===== src/rtl/mcpu_ctrl_pkg.sv =====
// MCPU control package: state enum, opcode/funct constants, ALU ops and mux selects.
// MCPU_CTRL_JR_EN adds the JR state and makes R-type funct 0x08 legal.
package mcpu_ctrl_pkg;

    typedef enum logic [3:0] {
        S_FETCH,
        S_DECODE,
        S_EXEC_R,
        S_EXEC_I,
        S_WB_R,
        S_WB_I,
        S_MEM_ADDR,
        S_MEM_RD,
        S_MEM_WB,
        S_MEM_WR,
        S_BRANCH,
        S_JUMP
`ifdef MCPU_CTRL_JR_EN
        , S_JR
`endif
    } state_e;

    localparam logic [5:0] OP_R    = 6'h00;
    localparam logic [5:0] OP_J    = 6'h02;
    localparam logic [5:0] OP_JAL  = 6'h03;
    localparam logic [5:0] OP_BEQ  = 6'h04;
    localparam logic [5:0] OP_BNE  = 6'h05;
    localparam logic [5:0] OP_ADDI = 6'h08;
    localparam logic [5:0] OP_XORI = 6'h0E;
    localparam logic [5:0] OP_LW   = 6'h23;
    localparam logic [5:0] OP_SW   = 6'h2B;

    localparam logic [5:0] FN_JR   = 6'h08;
    localparam logic [5:0] FN_ADD  = 6'h20;
    localparam logic [5:0] FN_SUB  = 6'h22;
    localparam logic [5:0] FN_SLT  = 6'h2A;

    localparam logic [2:0] ALU_ADD  = 3'd0;
    localparam logic [2:0] ALU_SUB  = 3'd1;
    localparam logic [2:0] ALU_XOR  = 3'd2;
    localparam logic [2:0] ALU_SLT  = 3'd3;
    localparam logic [2:0] ALU_AND  = 3'd4;
    localparam logic [2:0] ALU_NAND = 3'd5;
    localparam logic [2:0] ALU_NOR  = 3'd6;
    localparam logic [2:0] ALU_OR   = 3'd7;

    localparam logic [1:0] SRC_A_PC   = 2'd0;
    localparam logic [1:0] SRC_A_REG  = 2'd1;
    localparam logic [1:0] SRC_A_BEN  = 2'd2;
    localparam logic [1:0] SRC_A_ZERO = 2'd3;

    localparam logic [1:0] SRC_B_IMM_SH = 2'd0;
    localparam logic [1:0] SRC_B_IMM    = 2'd1;
    localparam logic [1:0] SRC_B_REG    = 2'd2;
    localparam logic [1:0] SRC_B_FOUR   = 2'd3;

    localparam logic [1:0] PC_SRC_BRANCH = 2'd0;
    localparam logic [1:0] PC_SRC_JUMP   = 2'd1;
    localparam logic [1:0] PC_SRC_ALU    = 2'd2;
    localparam logic [1:0] PC_SRC_ALUREG = 2'd3;

    typedef struct packed {
        logic       pc_we;
        logic       ir_we;
        logic       a_we;
        logic       b_we;
        logic       ben_we;
        logic       mem_we;
        logic       reg_we;
        logic       mem_in;
        logic       dst;
        logic       reg_in;
        logic       jal;
        logic [1:0] alu_src_a;
        logic [1:0] alu_src_b;
        logic [2:0] alu_op;
        logic [1:0] pc_src;
        logic       beq_bne;
        logic       illegal;
    } ctrl_t;

    // States whose exit into FETCH retires an instruction.
    function automatic logic is_retiring(input state_e s);
        case (s)
            S_WB_R, S_WB_I, S_MEM_WB, S_MEM_WR, S_BRANCH, S_JUMP: return 1'b1;
`ifdef MCPU_CTRL_JR_EN
            S_JR: return 1'b1;
`endif
            default: return 1'b0;
        endcase
    endfunction

endpackage


===== src/rtl/mcpu_ctrl_decode.sv =====
// Combinational state/opcode/funct -> control-word decode for the MCPU controller.
// MCPU_CTRL_JR_EN makes funct 0x08 legal in EXEC_R and decodes the JR state.
module mcpu_ctrl_decode
    import mcpu_ctrl_pkg::*;
(
    input  state_e      state_i,
    input  logic [5:0]  opcode_i,
    input  logic [5:0]  funct_i,
    input  logic        zero_i,
    output ctrl_t       ctrl_o
);

    always_comb begin
        ctrl_o = '0;
        case (state_i)
            S_FETCH: begin
                ctrl_o.ir_we     = 1'b1;
                ctrl_o.alu_src_a = SRC_A_PC;
                ctrl_o.alu_src_b = SRC_B_FOUR;
                ctrl_o.alu_op    = ALU_ADD;
                ctrl_o.pc_src    = PC_SRC_ALU;
                ctrl_o.pc_we     = 1'b1;
            end
            S_DECODE: begin
                ctrl_o.a_we      = 1'b1;
                ctrl_o.b_we      = 1'b1;
                ctrl_o.ben_we    = 1'b1;
                ctrl_o.alu_src_a = SRC_A_PC;
                ctrl_o.alu_src_b = SRC_B_IMM_SH;
                ctrl_o.alu_op    = ALU_ADD;
                case (opcode_i)
                    OP_R, OP_ADDI, OP_XORI, OP_LW, OP_SW,
                    OP_BEQ, OP_BNE, OP_J, OP_JAL: ctrl_o.illegal = 1'b0;
                    default:                      ctrl_o.illegal = 1'b1;
                endcase
            end
            S_EXEC_R: begin
                ctrl_o.alu_src_a = SRC_A_REG;
                ctrl_o.alu_src_b = SRC_B_REG;
                case (funct_i)
                    FN_ADD:  ctrl_o.alu_op = ALU_ADD;
                    FN_SUB:  ctrl_o.alu_op = ALU_SUB;
                    FN_SLT:  ctrl_o.alu_op = ALU_SLT;
`ifdef MCPU_CTRL_JR_EN
                    FN_JR:   ctrl_o.alu_op = ALU_ADD;
`endif
                    default: ctrl_o.illegal = 1'b1;
                endcase
            end
            S_EXEC_I: begin
                ctrl_o.alu_src_a = SRC_A_REG;
                ctrl_o.alu_src_b = SRC_B_IMM;
                ctrl_o.alu_op    = (opcode_i == OP_XORI) ? ALU_XOR : ALU_ADD;
            end
            S_WB_R, S_WB_I: begin
                ctrl_o.reg_we = 1'b1;
                ctrl_o.reg_in = 1'b1;
                ctrl_o.dst    = (state_i == S_WB_I);
            end
            S_MEM_ADDR: begin
                ctrl_o.alu_src_a = SRC_A_REG;
                ctrl_o.alu_src_b = SRC_B_IMM;
                ctrl_o.alu_op    = ALU_ADD;
            end
            S_MEM_RD: ctrl_o.mem_in = 1'b1;
            S_MEM_WB: begin
                ctrl_o.reg_we = 1'b1;
                ctrl_o.reg_in = 1'b0;
                ctrl_o.dst    = 1'b1;
            end
            S_MEM_WR: begin
                ctrl_o.mem_in = 1'b1;
                ctrl_o.mem_we = 1'b1;
            end
            S_BRANCH: begin
                // opcode[0] distinguishes BNE from BEQ; the PC write is the only zero-dependent output.
                ctrl_o.alu_src_a = SRC_A_REG;
                ctrl_o.alu_src_b = SRC_B_REG;
                ctrl_o.alu_op    = ALU_SUB;
                ctrl_o.beq_bne   = opcode_i[0];
                ctrl_o.pc_src    = PC_SRC_BRANCH;
                ctrl_o.pc_we     = zero_i ^ opcode_i[0];
            end
            S_JUMP: begin
                ctrl_o.pc_src = PC_SRC_JUMP;
                ctrl_o.pc_we  = 1'b1;
                ctrl_o.reg_we = (opcode_i == OP_JAL);
                ctrl_o.jal    = (opcode_i == OP_JAL);
            end
`ifdef MCPU_CTRL_JR_EN
            S_JR: begin
                ctrl_o.alu_src_a = SRC_A_REG;
                ctrl_o.alu_src_b = SRC_B_REG;
                ctrl_o.alu_op    = ALU_ADD;
                ctrl_o.pc_src    = PC_SRC_ALU;
                ctrl_o.pc_we     = 1'b1;
            end
`endif
            default: ctrl_o = '0;
        endcase
    end

endmodule


===== src/rtl/mcpu_control_fsm.sv =====
// MCPU multi-cycle control FSM: state register, next-state logic and retired-instruction counter.
// MCPU_CTRL_JR_EN enables the JR (R-type funct 0x08) path.
module mcpu_control_fsm
    import mcpu_ctrl_pkg::*;
(
    input  logic        clk,
    input  logic        reset,
    input  logic [5:0]  opcode,
    input  logic [5:0]  funct,
    input  logic        zero,
    output logic        pc_we,
    output logic        ir_we,
    output logic        a_we,
    output logic        b_we,
    output logic        ben_we,
    output logic        mem_we,
    output logic        reg_we,
    output logic        mem_in,
    output logic        dst,
    output logic        reg_in,
    output logic        jal,
    output logic [1:0]  alu_src_a,
    output logic [1:0]  alu_src_b,
    output logic [2:0]  alu_op,
    output logic [1:0]  pc_src,
    output logic        beq_bne,
    output logic        illegal,
    output logic [31:0] instr_count
);

    state_e      state_q, state_d;
    logic [31:0] count_q, count_d;
    ctrl_t       ctrl, ctrl_out;

    mcpu_ctrl_decode u_decode (
        .state_i  (state_q),
        .opcode_i (opcode),
        .funct_i  (funct),
        .zero_i   (zero),
        .ctrl_o   (ctrl)
    );

    always_comb begin
        state_d = S_FETCH;
        case (state_q)
            S_FETCH: state_d = S_DECODE;
            S_DECODE: begin
                case (opcode)
                    OP_R:             state_d = S_EXEC_R;
                    OP_ADDI, OP_XORI: state_d = S_EXEC_I;
                    OP_LW, OP_SW:     state_d = S_MEM_ADDR;
                    OP_BEQ, OP_BNE:   state_d = S_BRANCH;
                    OP_J, OP_JAL:     state_d = S_JUMP;
                    default:          state_d = S_FETCH;
                endcase
            end
            S_EXEC_R: begin
                if (ctrl.illegal)
                    state_d = S_FETCH;
`ifdef MCPU_CTRL_JR_EN
                else if (funct == FN_JR)
                    state_d = S_JR;
`endif
                else
                    state_d = S_WB_R;
            end
            S_EXEC_I:   state_d = S_WB_I;
            S_MEM_ADDR: state_d = (opcode == OP_LW) ? S_MEM_RD : S_MEM_WR;
            S_MEM_RD:   state_d = S_MEM_WB;
            default:    state_d = S_FETCH;
        endcase
    end

    always_comb begin
        count_d = count_q;
        if (is_retiring(state_q))
            count_d = count_q + 32'd1;
    end

    always_ff @(posedge clk) begin
        if (reset) begin
            state_q <= S_FETCH;
            count_q <= '0;
        end else begin
            state_q <= state_d;
            count_q <= count_d;
        end
    end

    // Reset is synchronous, so the outputs are gated directly to keep every enable low while it is held.
    always_comb begin
        ctrl_out    = reset ? '0 : ctrl;
        instr_count = reset ? '0 : count_q;
    end

    always_comb begin
        pc_we     = ctrl_out.pc_we;
        ir_we     = ctrl_out.ir_we;
        a_we      = ctrl_out.a_we;
        b_we      = ctrl_out.b_we;
        ben_we    = ctrl_out.ben_we;
        mem_we    = ctrl_out.mem_we;
        reg_we    = ctrl_out.reg_we;
        mem_in    = ctrl_out.mem_in;
        dst       = ctrl_out.dst;
        reg_in    = ctrl_out.reg_in;
        jal       = ctrl_out.jal;
        alu_src_a = ctrl_out.alu_src_a;
        alu_src_b = ctrl_out.alu_src_b;
        alu_op    = ctrl_out.alu_op;
        pc_src    = ctrl_out.pc_src;
        beq_bne   = ctrl_out.beq_bne;
        illegal   = ctrl_out.illegal;
    end

endmodule


===== config.mk =====
export PLATFORM = sky130hd
export DESIGN_NAME = mcpu_control_fsm
export DESIGN_NICKNAME = d
export VERILOG_FILES = /design/src/rtl/mcpu_ctrl_pkg.sv /design/src/rtl/mcpu_ctrl_decode.sv /design/src/rtl/mcpu_control_fsm.sv
export SDC_FILE = /design/constraint.sdc
export NUM_CORES = 1
export LEC_CHECK = 0
export BUFFER_PORTS_ARGS = -buffer_cell sky130_fd_sc_hd__buf_2
export CORE_AREA = 2 2 80 63
export DETAILED_ROUTE_END_ITERATION = 12
export DIE_AREA = 0 0 82 65
export PLACE_DENSITY = 0.87
export SLEW_MARGIN = 25
export SYNTH_ARGS = -nofsm -noshare
export SYNTH_HDL_FRONTEND = slang
export SYNTH_SLANG_ARGS = --single-unit

===== constraint.sdc =====
create_clock -name clk -period 3.34 [get_ports clk]
set_input_delay 0.835 -clock clk [delete_from_list [all_inputs] [get_ports clk]]
set_output_delay 0.835 -clock clk [all_outputs]
set_load 0.02 [all_outputs]

# ---- Word-level counts from Yosys, hierarchy flattened
# Cells that the tools add are included.
dict set report totals {
  register_bits 36
  ramBits 0
  romBits 0
  mem_count 0
  output_inout_bits 54
  inputBits 15
  word_cells 62
  latch_bits 0
}
dict set report classes {
  n_addsub 1
  bitwise 1
  magnitude_cmp 0
  multipliers 0
  eq_ne 22
  n_shift 0
  div 0
  muxes 23
  n_reduce_logical 13
}
# op count
set ops {}
lappend ops {{adder 32 x 1 -> 32 bit, second input constant} 1}
lappend ops {{2-to-1 mux 32 bit} 1}
lappend ops {{== test 6 bit, second input constant} 5}
lappend ops {{case mux 6 bit (5 select lines)} 1}
lappend ops {{case mux 4 bit (6 select lines)} 1}
lappend ops {{2-to-1 mux 22 bit} 1}
lappend ops {{case mux 4 bit (5 select lines)} 1}
lappend ops {{== test 4 x 3 -> 1 bit, second input constant} 4}
lappend ops {{== test 4 bit, second input constant} 4}
lappend ops {{OR reduction 2 bit} 7}
lappend ops {{== test 6 x 2 -> 1 bit, second input constant} 2}
lappend ops {{== test 6 x 3 -> 1 bit, second input constant} 2}
lappend ops {{== test 6 x 4 -> 1 bit, second input constant} 2}
lappend ops {{case mux 2 bit (2 select lines)} 3}
lappend ops {{OR reduction 9 bit} 1}
lappend ops {{== test 4 x 2 -> 1 bit, second input constant} 2}
lappend ops {{2-to-1 mux 1 bit} 8}
lappend ops {{logical NOT 6 bit} 1}
lappend ops {{2-to-1 mux 3 bit} 2}
lappend ops {{case mux 1 bit (2 select lines)} 3}
lappend ops {{OR reduction 3 bit} 2}
lappend ops {{OR reduction 6 bit} 1}
lappend ops {{== test 4 x 1 -> 1 bit, second input constant} 1}
lappend ops {{logical NOT 4 bit} 1}
lappend ops {{other kinds (3)} 3}

# ---- Longest topological paths before layout
# Gate-level depths: netlist (run 1).
dict set report logic_depth {
  word_depth 6
  ltp_mapped 6
}

# ---- Hierarchy
# Synthesis (run 1) repeated with hierarchy kept, for this count alone.
dict set report unflattened {
  cells_unflattened 361
  hier_area_um2 2738.9
}
# module area_each_um2 seq_area_each_um2 cells_each instances
set modules_own_cells {}
lappend modules_own_cells {mcpu_control_fsm 2311.0 720.7 294 1}
lappend modules_own_cells {mcpu_ctrl_decode 427.9 0.0 67 1}

# ---- Worst setup path before layout (run 1)
# OpenSTA, ideal clock, no wires.
dict set report synth_timing {
  kind {in2out}
  start {input reset}
  end {output alu_src_b[1]}
  setup_slack_ns 0.220
  cell_stages 3
  required_ns 2.505
  arrival_ns 2.285
  path_cell_list {buf_2 -> buf_1 -> a2111oi_0}
}
dict set report synth_between {
  elab_chain_len 1
}
# item line_no
set synth_lines {}
lappend synth_lines {{from (decl)} mcpu_control_fsm.sv:7} ;# input logic reset,
lappend synth_lines {{2-to-1 mux 22 bit} mcpu_control_fsm.sv:92} ;# ctrl_out = reset ? '0 : ctrl;
lappend synth_lines {{to (decl)} mcpu_control_fsm.sv:23} ;# output logic [1:0] alu_src_b,
# Every way passes these cells.

# ---- Final worst setup path (run 1)
dict set report layout_timing {
  start {register state_q[1]}
  end {output illegal}
}
dict set report layout_between {
  elab_chain_len 3
  elab_cells_between_ends 4
}
# item line_no
set layout_lines {}
lappend layout_lines {{from (decl)} mcpu_control_fsm.sv:31} ;# state_e state_q, state_d;
lappend layout_lines {{from (signal assigned)} mcpu_control_fsm.sv:85} ;# state_q <= state_d;
lappend layout_lines {{== test 4 x 2 -> 1 bit / == test 4 x 1 -> 1 bit (equally long branches)} mcpu_ctrl_decode.sv:15} ;# case (state_i)
lappend layout_lines {{case mux 1 bit (2 select lines) (*)} mcpu_ctrl_decode.sv:15}
lappend layout_lines {{2-to-1 mux 22 bit (*)} mcpu_control_fsm.sv:92}
lappend layout_lines {{to (decl)} mcpu_control_fsm.sv:27} ;# output logic illegal,
# Every way passes the cells marked *; elsewhere a longest branch is shown, timed or not.

==> results of run 1 <==
final cells by class:
cell class | instances | area (um^2)
inverter | 5 | 18.8
multi-input combinational | 243 | 1610
tap | 60 | 75.1
fill | 405 | 1780
clock buffer | 5 | 68.8
timing repair buffer | 69 | 353
sequential | 36 | 721
worst max-delay path, cell delays in order, from the launching register on:
cell and delay [ps]:
dfxtp_1 570, inv_1 190, or3_1 450, a2111oi_0 460, a31o_2 170, buf_2 150
synth_stat cells, types with 6 or more instances:
cell      instances
xor2_1           10
dfxtp_1          36
clkbuf_1          8
nor2_1           41
buf_4             7
nand3_1          10
and3_1            6
nand2_1          15
a21oi_1          12
or3_1             8
nor3_1           19
mux2_2           17
nor2b_1          36
power by group:
group / switching [uW] / internal (uW) / leakage, uW
Sequential: 8.82 / 431 / 0.000290
Clock: 142 / 134 / 0.0000359
Combinational: 60.8 / 33.0 / 0.000895
Total: 212 / 599 / 0.00122
how the worst max path moves through the flow:
stage,start,to,slack (ps),cells past startpoint
finish,state_q[1]$_SDFF_PP0_,illegal,240,5
global route,state_q[1]$_SDFF_PP0_,illegal,50,5
CTS,state_q[1]$_SDFF_PP0_,illegal,250,5
detailed placement,funct[0],alu_op[1],400,5
global placement,funct[0],illegal,440,5
floorplan,reset,alu_src_b[1],220,3
registers in the layout, summed over array words and instances, names as in the netlist:
register	flops
state_q	4
count_q	32
per-stage QoR:
step | util [%] | hold slack, ps | worst slack, ps | cell area, um^2
after floorplan | - | 452 | 220 | 2500
after global placement | 60.0 | 477 | 439 | 2770
after detailed placement | 60.0 | 479 | 398 | 2770
after CTS | 61.5 | 489 | 253 | 2840
after global routing | 61.5 | 536 | 52.4 | 2840
final | 61.5 | 488 | 238 | 2840
logic make-up after synthesis:
logic type | count (synthesis) | synth area share [%]
and+or+nand+nor | 167 | 38.2
AOI/OAI and AO/OA | 41 | 12.0
DFF | 36 | 28.9
buffers and inverters | 32 | 6.96
muxes | 22 | 9.87
xor gates and xnor gates | 10 | 3.51
adders and majority gates | 1 | 0.501
other | 1 | 0.150
layer usage:
metal | GRT usage [%] | routed length [um] | vias to the layer above
met5 | 0 | 0 | -
li1 | - | - | 1187
met2 | 34.8 | 2510 | 62
met3 | 4.74 | 262 | 8
met4 | 7.50 | 68 | 0
met1 | 27.0 | 2580 | 1079
==> flow_summary.yaml, run 1 <==
sta:
  fin_crit_ps: 3100
  final_max_slew_viol_count: 0
  slew_headroom_pct: 58.9
  period_share_pct: 92.9
  hold_violations: 0
  worstMarginPinSlew_ps: 616
  final-setup-viol-count: 0
  fin_tns_setup_ps: 0
  finClkSkew_ps: 6.77
  fmax_mhz: 322
  rsz0062_at_grt: "no"
synth:
  yosysTopAreaCell: "dfxtp_1"
  avgSynthCellArea_um2: 8.06
  async_flop_share_pct: 0
  yosysWarnings: 0
  dominantRegCellSynth: "dfxtp_1"
  syn_inst: 310
  synth.top_cell.area_share_pct: 28.9
  syn_area_um2: 2500
  ys_top_cells_by_area: "dfxtp_1 29%, nor2b_1 9.0%, mux2_2 7.7%"
  synth-seq-cells: 36
  synth_edf_count: 0
  ys_types: 51
  seq_area_frac_synth_pct: 28.9
power:
  finalPower_uw: 811
  cellPowerDensity_nw_per_um2: 285
  power_leakage_uw: 0.00122
  peakVddDrop_uv: 166
cts:
  clock-sinks: 36
  cts_max_path_buffers: 2
  cts_made_buffers: 5
  clk_pin_slew_worst_paths_ps: 60
  cts_setup_buffers: 0
  cts_root_buffer: "clkbuf_8"
  clk_latency_ps: 290
  cts_tree: "done"
  postCtsHoldBufs: 0
  post_cts_resized: 0
  htreeDepth: 2
placement:
  io_buffers: 66
  hpwl_um: 4040
  gp_congestion: 0.865
  place_inst: 413
cells_and_area:
  nets: 376
  final_cells: 418
  layout_commonest_cell: "buf_2"
  syn_to_final_growth_pct: 13.8
  final_cell_mix: "66 x buf_2, 41 x nor2_1, 36 x nor2b_1, 36 x dfxtp_1, 19 x nor3_1"
  final_layout_size_suffix_gt1_share_pct: 28.8
  antenna_cells: 0
worst_setup_path:
  rr_startpoint: "state_q[2]$_SDFF_PP0_"
  criticalPathCategory: "flop to primary output"
  crit_path_start_kind: "flop"
  required_ps: 2500
  path_max_fanout: 11
  reg2reg_to: "count_q[28]$_SDFFE_PP0P_"
  r2r_cells: 4
  reg2reg_setup_slack_ps: 1130
  arrival_ps: 2270
  end_kind: "primary output"
worst_hold_path:
  min_to: "count_q[1]$_SDFFE_PP0P_"
  min-delay-start: "count_q[1]$_SDFFE_PP0P_"
  hold_depth: 2
  hold_class: "flop to flop"
detailed_routing:
  drt-initial-drc-count: 185
  routed-via-count: 2336
  wl_per_cell_um: 13.0
  first_pass_iters: 4
  wl_um: 5420
  via_per_inst: 5.59
  ant_nets: 0
  drcViolationCount: 0
die:
  die_h_um: 65
  start_util_pct: 54.0
  num_rows: 22
  fp.dieW_um: 82
  die_area_um2: 5330
  io-pin-count: 69
  core_um2: 4620
global_routing:
  grt_first_pass_wirelength_um: 8910
  grt_pass1_vias: 2082
  track_usage_pct: 21.2
  grt_max_degree: 43
  grt_overflow: 0
  antenna_found_initial: 0
flow_run:
  drv_cap: 0
run_status:
  run_status: "finished clean"
Power figures use the tool's default switching activity.
==> run 2: changes to the inputs <==
--- a/config.mk
+++ b/config.mk
@@ -6,5 +6,5 @@
 export NUM_CORES = 1
 export LEC_CHECK = 0
-export BUFFER_PORTS_ARGS = -buffer_cell sky130_fd_sc_hd__buf_2
+export BUFFER_PORTS_ARGS = -buffer_cell sky130_fd_sc_hd__buf_4
 export CORE_AREA = 2 2 80 63
 export DETAILED_ROUTE_END_ITERATION = 12
==> constraint.sdc (replaced) <==
create_clock -name clk -period 3.34 [get_ports clk]
set_input_delay 0.835 -clock clk [delete_from_list [all_inputs] [get_ports clk]]
set_output_delay 0.835 -clock clk [all_outputs]
set_load 0.01 [all_outputs]
==> flow_summary.yaml, run 2 (synthesis gave the netlist of run 1 again) <==
sta:
  period_share_pct: 90.3
  fin_crit_ps: 3010
  final_max_slew_viol_count: 0
  final-setup-viol-count: 0
  worstMarginPinSlew_ps: 652
  finClkSkew_ps: 4.17
  fmax_mhz: 332
  slew_headroom_pct: 56.5
  hold_violations: 0
  holdWs_ps: 497
  fin_tns_setup_ps: 0
  rsz0062_at_grt: "no"
detailed_routing:
  routed-via-count: 2366
  ant_nets: 0
  wl_per_cell_um: 14.1
  first_pass_iters: 4
  drcViolationCount: 0
  drt-initial-drc-count: 163
  via_per_inst: 5.63
  wl_um: 5920
global_routing:
  grt_first_pass_wirelength_um: 9800
  grt_max_degree: 70
  track_usage_pct: 23.2
  grt_pass1_vias: 2089
  antenna_found_initial: 0
  grt_overflow: 0
cts:
  cts_root_buffer: "clkbuf_8"
  clock-sinks: 36
  cts_max_path_buffers: 2
  cts_made_buffers: 5
  clk_latency_ps: 280
  clk_pin_slew_worst_paths_ps: 70
  htreeDepth: 2
  cts_setup_buffers: 0
  postCtsHoldBufs: 0
  cts_tree: "done"
  post_cts_resized: 0
cells_and_area:
  reg_top3: "count_q x32, state_q x4"
  largest_register_ffs: 32
  antenna_cells: 0
  syn_to_final_growth_pct: 21.0
  stdcell_area_um2: 3020
  final_layout_size_suffix_gt1_share_pct: 28.6
  n_fill_cell: 397
  nets: 375
  final_cell_mix: "68 x buf_4, 41 x nor2_1, 36 x nor2b_1, 36 x dfxtp_1, 19 x nor3_1"
  layout_commonest_cell: "buf_4"
  largest-register: "count_q"
  seq_area_um2: 721
  multiInputGateArea_um2: 1610
power:
  cellPowerDensity_nw_per_um2: 282
  finalPower_uw: 852
  peakVddDrop_uv: 133
  power_leakage_uw: 0.00124
die:
  io-pin-count: 69
  fp.dieW_um: 82
  core_um2: 4620
  num_rows: 22
  die_area_um2: 5330
  die_h_um: 65
  start_util_pct: 54.0
worst_setup_path:
  criticalPathCategory: "flop to primary output"
  crit_path_start_kind: "flop"
  end_kind: "primary output"
  r2r_cells: 4
  critical_path_depth: 5
  path_delay_family: "flip-flops"
  path_max_fanout: 11
  critPathSlowestCell: "dfxtp_1"
  required_ps: 2500
  arrival_ps: 2180
  cp_slowest_stage_delay_ps: 580
  crit_chain: "inv_1 -> or3_1 -> a2111oi_0 -> a31o_2 -> buf_4"
  path_buf_inv: 2
  reg2reg_setup_slack_ps: 1120
flow_run:
  drv_cap: 0
placement:
  gp_congestion: 0.838
  post_dp_cell_area_um2: 2930
  io_buffers: 66
  hpwl_um: 4270
worst_hold_path:
  hold_class: "flop to flop"
  hold_depth: 2
run_status:
  run_status: "finished clean"
## run 2: path summary, 6_finish.rpt
| check | startpoint | to |
|---|---|---|
| worst max-delay path | state_q[1]$_SDFF_PP0_ | illegal |
| worst max register to register | state_q[2]$_SDFF_PP0_ | count_q[28]$_SDFFE_PP0P_ |
| worst min-delay path | count_q[1]$_SDFFE_PP0P_ | count_q[1]$_SDFFE_PP0P_ |
| worst min register to register | count_q[1]$_SDFFE_PP0P_ | count_q[1]$_SDFFE_PP0P_ |
## run 2: final cells by class
cell class                      instances  area share [%]
Clock buffer                            8            2.98
Inverter                                5           0.621
Multi-Input combinational cell        243            53.2
Sequential cell                        36            23.9
Tap cell                               60            2.48
Timing Repair Buffer                   68            16.9
## run 2: power by group
| part | leakage (uW) | internal [uW] | switching [uW] |
|---|---|---|---|
| clock network | 0.0000455 | 168 | 146 |
| logic | 0.000900 | 42.3 | 54.8 |
| registers | 0.000290 | 431 | 8.80 |
| total | 0.00124 | 642 | 210 |
## run 2: layer usage
layer  vias to the layer above  part of all wire (%)  track usage [%]
met5                         -                     0                0
met4                         0                   1.3             6.67
met3                        11                   5.6             4.46
met2                        68                    47             36.3
met1                      1097                    46             32.2
li1                       1190                     -                -
## run 2: tightest hold or removal path, stage by stage, from the launching register on
cell	delay [ps]
dfxtp_1	330
nand2_1	70
a21oi_1	50
## run 2: per-stage QoR
stage / std cells / setup WS [ps] / util [%]
floorplan: 311 / 556 / -
global placement: 412 / 439 / 63.4
finish: 420 / 326 / 65.3
detailed placement: 412 / 416 / 63.4
global route: 420 / 166 / 65.3
CTS: 420 / 322 / 65.3
